### src/rtl/break_value_counter.sv
// -----------------------------------------------------------------------------
// break_value_counter
//
// Purpose:
//   Registered population counter for the WalkSAT flip-selection datapath.
//   Counts the per-clause break flags of one candidate variable and presents
//   the count (the variable's break value) one clock later. The flag vector is
//   split into NUM_ROWS contiguous groups of ceil(NUM_CLAUSES/NUM_ROWS) bits.
//   Each group is popcounted separately, and the partial sums are then added.
//   The grouping only shapes the adder tree. The result is always the plain
//   popcount of the vector.
//
// Ports:
//   clk         - single clock; all state updates on the rising edge
//   reset       - synchronous, active-low reset; clears break_value to 0
//   clause      - [NUM_CLAUSES-1:0] per-clause break flags (bit i = clause i breaks)
//   break_value - [NUM_CLAUSES_BITS-1:0] registered count of set bits in clause
//
// Configuration macro:
//   BREAK_VALUE_SATURATE_EN - when defined, totals above 2^NUM_CLAUSES_BITS-1
//   clamp to all-ones, and the NUM_CLAUSES_BITS width check is relaxed. When
//   undefined, the total is truncated, and the width check is enforced at
//   elaboration.
// -----------------------------------------------------------------------------
module break_value_counter #(
   parameter int NUM_CLAUSES      = 20,
   parameter int NUM_ROWS         = 3,
   parameter int NUM_CLAUSES_BITS = 5
) (
   input  logic                        clk,
   input  logic                        reset,
   input  logic [NUM_CLAUSES-1:0]      clause,
   output logic [NUM_CLAUSES_BITS-1:0] break_value
);

   // Bits per group (ceiling division). The last group holds the remainder.
   localparam int GROUP_W = (NUM_CLAUSES + NUM_ROWS - 1) / NUM_ROWS;
   // Padded width so that every group can be sliced uniformly.
   localparam int PAD_W   = GROUP_W * NUM_ROWS;
   // Width needed to hold the full count without overflow.
   localparam int CNT_W   = $clog2(NUM_CLAUSES + 1);
   // The internal sum is one bit wider than both the count and the output.
   // This guarantees a non-empty overflow slice above the output bits.
   localparam int SUM_W   = ((CNT_W > NUM_CLAUSES_BITS) ? CNT_W : NUM_CLAUSES_BITS) + 1;

   // Elaboration-time parameter legality.
   if ((NUM_ROWS < 1) || (NUM_ROWS > NUM_CLAUSES)) begin : g_bad_rows
      $fatal(1, "break_value_counter: NUM_ROWS must be in 1..NUM_CLAUSES");
   end
`ifndef BREAK_VALUE_SATURATE_EN
   if ((64'd1 << NUM_CLAUSES_BITS) <= 64'(NUM_CLAUSES)) begin : g_bad_bits
      $fatal(1, "break_value_counter: 2**NUM_CLAUSES_BITS must exceed NUM_CLAUSES");
   end
`endif

   logic [PAD_W-1:0]            padded_s;
   logic [SUM_W-1:0]            part_s [NUM_ROWS];
   logic [SUM_W-1:0]            total_s;
   logic [NUM_CLAUSES_BITS-1:0] break_value_d;
   logic [NUM_CLAUSES_BITS-1:0] break_value_q;

   // Zero-extend the flag vector so the tail of the last group counts as empty.
   always_comb begin
      padded_s                  = {PAD_W{1'b0}};
      padded_s[NUM_CLAUSES-1:0] = clause;
   end

   // Per-group popcount, then the sum of the partial sums.
   always_comb begin
      total_s = {SUM_W{1'b0}};
      for (int r = 0; r < NUM_ROWS; r++) begin
         part_s[r] = {SUM_W{1'b0}};
         for (int b = 0; b < GROUP_W; b++) begin
            part_s[r] = part_s[r] + {{(SUM_W-1){1'b0}}, padded_s[r*GROUP_W + b]};
         end
         total_s = total_s + part_s[r];
      end
   end

   // Narrow the total to the output width.
   always_comb begin
`ifdef BREAK_VALUE_SATURATE_EN
      // Any bit above the output width means the total cannot be represented.
      if (|total_s[SUM_W-1:NUM_CLAUSES_BITS]) begin
         break_value_d = {NUM_CLAUSES_BITS{1'b1}};
      end else begin
         break_value_d = total_s[NUM_CLAUSES_BITS-1:0];
      end
`else
      break_value_d = total_s[NUM_CLAUSES_BITS-1:0];
`endif
   end

   // Output register with synchronous active-low reset.
   always_ff @(posedge clk) begin
      if (!reset) begin
         break_value_q <= {NUM_CLAUSES_BITS{1'b0}};
      end else begin
         break_value_q <= break_value_d;
      end
   end

   assign break_value = break_value_q;

endmodule

### config.mk
export PLATFORM = sky130hd
export DESIGN_NAME = break_value_counter
export DESIGN_NICKNAME = d
export VERILOG_FILES = /design/src/rtl/break_value_counter.sv
export SDC_FILE = /design/constraint.sdc
export NUM_CORES = 1
export LEC_CHECK = 0
export BUFFER_PORTS_ARGS = -buffer_cell sky130_fd_sc_hd__buf_2
export CAP_MARGIN = 20
export CORE_MARGIN = 2
export CORE_UTILIZATION = 46
export CTS_CLUSTER_DIAMETER = 40
export CTS_CLUSTER_SIZE = 16
export DETAILED_ROUTE_END_ITERATION = 8
export PLACE_DENSITY = 0.77
export SETUP_SLACK_MARGIN = 0.2
export SYNTH_ARGS = -nofsm -noshare
export SYNTH_HDL_FRONTEND = slang
export SYNTH_SLANG_ARGS = --single-unit
### constraint.sdc
create_clock -name clk -period 6.2 [get_ports clk]
set_input_delay 1.24 -clock clk [delete_from_list [all_inputs] [get_ports clk]]
set_output_delay 1.24 -clock clk [all_outputs]
set_load 0.005 [all_outputs]
==> flow_metrics.tcl <==
set metrics [dict create \
    status "complete, no violations" \
    setup_slack_ps 1457 \
    setup_violations 0 \
    drt-total-wl_um 1012 \
    antenna_found_initial 0 \
    critPathLaunchType "input port" \
    antenna_cells 0 \
    io_buffer_count 26 \
    fmax_mhz 210.8 \
    synth_cell_types 14 \
    drt_pass1_iterations 3 \
    cts_root_buf "clkbuf_4" \
    post_cts_resized 0 \
    pin_count 27 \
    fin_cells 107 \
    numCtsBuffers 3 \
    critical_path_required_ps 6380 \
    synth_fp_nets 105 \
    powerDensity_nw_per_um2 393.2 \
    cts_hold_buf 0 \
    grt_pass1_wl_um 1442 \
    switching_share_pct 41.28 \
    worst-path-max-fanout 2 \
    grtUsageTotal_pct 14.27 \
    globalplace.congestion 0.6671 \
    drtIter0Drc 2 \
    grt_pass1_vias 402 \
    post-route-min-period_ps 4743 \
    drive_gt1_share_pct 32.61 \
    p_leak_nw 0.4820 \
    grt_overflow 0 \
    seq_power_share_pct 15.3 \
    cts.clk_slew.worst_paths_ps 40 \
    fillCellCount 123 \
    slew_viol_final 0 \
    power_switching_mw 0.1320 \
    synth_cells 62 \
    final_nets 136 \
    num_rows 13 \
    cp-end-kind "register" \
    via_per_inst 4.383 \
    grt_start_max_net_pins 7 \
    tns_ps 0 \
    start_util_pct 49.04 \
    die_h_um 41.25 \
    antenna_left 0 \
    crit_start "clause[0]" \
    cpMostUsedCell "fa_1" \
    final_core_util_pct 62.50 \
    cts_num_sinks 5 \
    worst_pin_slew_ps 123.0 \
    intPower_mw 0.1877 \
    clock_path_buffers 2 \
    max-cap-violations 0 \
    slew_headroom_pct 91.57 \
    hold_slack_ps 1291 \
    dp.cells 103 \
    dpl_cell_area_um2 787.0 \
    total_power_mw 0.3198 \
    drc 0 \
    synth.avg_cell_area_um2 10.29 \
    routedWlPerCell_um 9.458 \
    pwr-share-clk_pct 11.7 \
    path_delay_family "adder cells" \
    period_share_pct 76.50 \
    p_comb_share_pct 73.0 \
    crit_type "in2reg" \
    finalHoldViolCount 0 \
    cts_tree "yes" \
    hp-start "reset" \
    cp_slowest_stage_delay_ps 540 \
    die_w_um 41.25 \
    dieArea_um2 1701 \
    coreArea_um2 1301 \
    peakVddDrop_mv 0.1988 \
    largest_reg_flops 5 \
    syn2layout_area_growth_pct 27.45 \
    worst-path-buf-inv 4 \
    synth-seq-cells 5 \
    rsz0062_at_grt "no" \
    synth_warnings 0 \
    vias 469 \
    final_cell_area_um2 813.3 \
    cp_slowest_cell "fa_1" \
    h-tree-depth 1 \
    worstHoldPathType "in2reg" \
    yosysSeqAreaShare_pct 15.69 \
    hpwl_um 961 \
    worstPathArrival_ps 4930 \
    postCtsSetupRepairBufs 0 \
    syn_area_um2 638.1 \
    path_cells "buf_2 -> fa_1 -> inv_1 -> fa_1 -> fa_1 -> fa_1 -> fa_1 -> inv_1 -> ha_1 -> inv_1 -> fa_1 -> nand2b_1 -> a21oi_1 -> o21a_1" \
    dpl_worst_slack_ps 1195 \
]
area by class of cell:
type	instances	area, µm²	share of cell area, %
Sequential cell	5	100.1	12.31
Multi-Input combinational cell	33	447.9	55.08
Clock buffer	4	26.28	3.231
Timing Repair Buffer	26	130.1	16.00
Inverter	24	90.09	11.08
Tap cell	15	18.77	2.308
cell usage in the layout, fill, tap and decap left out, types with 3 or more instances in the layout:
cell	synthesis	layout
buf_2	0	26
inv_1	24	24
clkbuf_4	0	3
fa_1	14	14
nand2b_1	3	3
dfxtp_1	5	5
ha_1	7	7
synth_stat cells:
master / number / share of area, %
inv_1: 24 / 14
fa_1: 14 / 44
ha_1: 7 / 14
dfxtp_1: 5 / 16
nand2b_1: 3 / 2.9
a21o_1: 1 / 1.2
a21oi_1: 1 / 0.78
a21oi_2: 1 / 1.4
and2_1: 1 / 0.98
and3_1: 1 / 0.98
mux2i_1: 1 / 1.6
nand2_1: 1 / 0.59
nor2b_1: 1 / 0.98
o21a_1: 1 / 1.2
power groups by stage:
stage	combinational (mW)	sequential, mW	clock (mW)
global placement	0.220	0.0491	0
finish	0.233	0.0490	0.0374
CTS	0.239	0.0492	0.0388
detailed placement	0.238	0.0498	0
floorplan	0.173	0.0524	0
global route	0.273	0.0504	0.0422
per-layer routing:
layer	GRT usage [%]	up-vias	share of wire, %
met3	6.522	2	9.2
met2	26.17	23	53
met1	12.88	210	36
met4	7.258	0	1.3
li1	-	234	-
met5	0	-	0
final timing paths:
path | end | slack, ps | depth (start not counted)
setup / recovery | break_value[4]$_SDFF_PN0_ | 1460 | 14
hold / removal | break_value[4]$_SDFF_PN0_ | 1290 | 2
kinds of logic (layout without fill, tap and decap cells):
group | count (synthesis) | count (layout) | share of synthesized area [%]
buf+inv | 24 | 54 | 14.12
fa+ha+maj | 21 | 21 | 57.65
simple gates | 7 | 7 | 6.472
flops | 5 | 5 | 15.69
compound gates | 4 | 4 | 4.510
mux | 1 | 1 | 1.569
No activity file was read; power rests on OpenSTA's default activity.
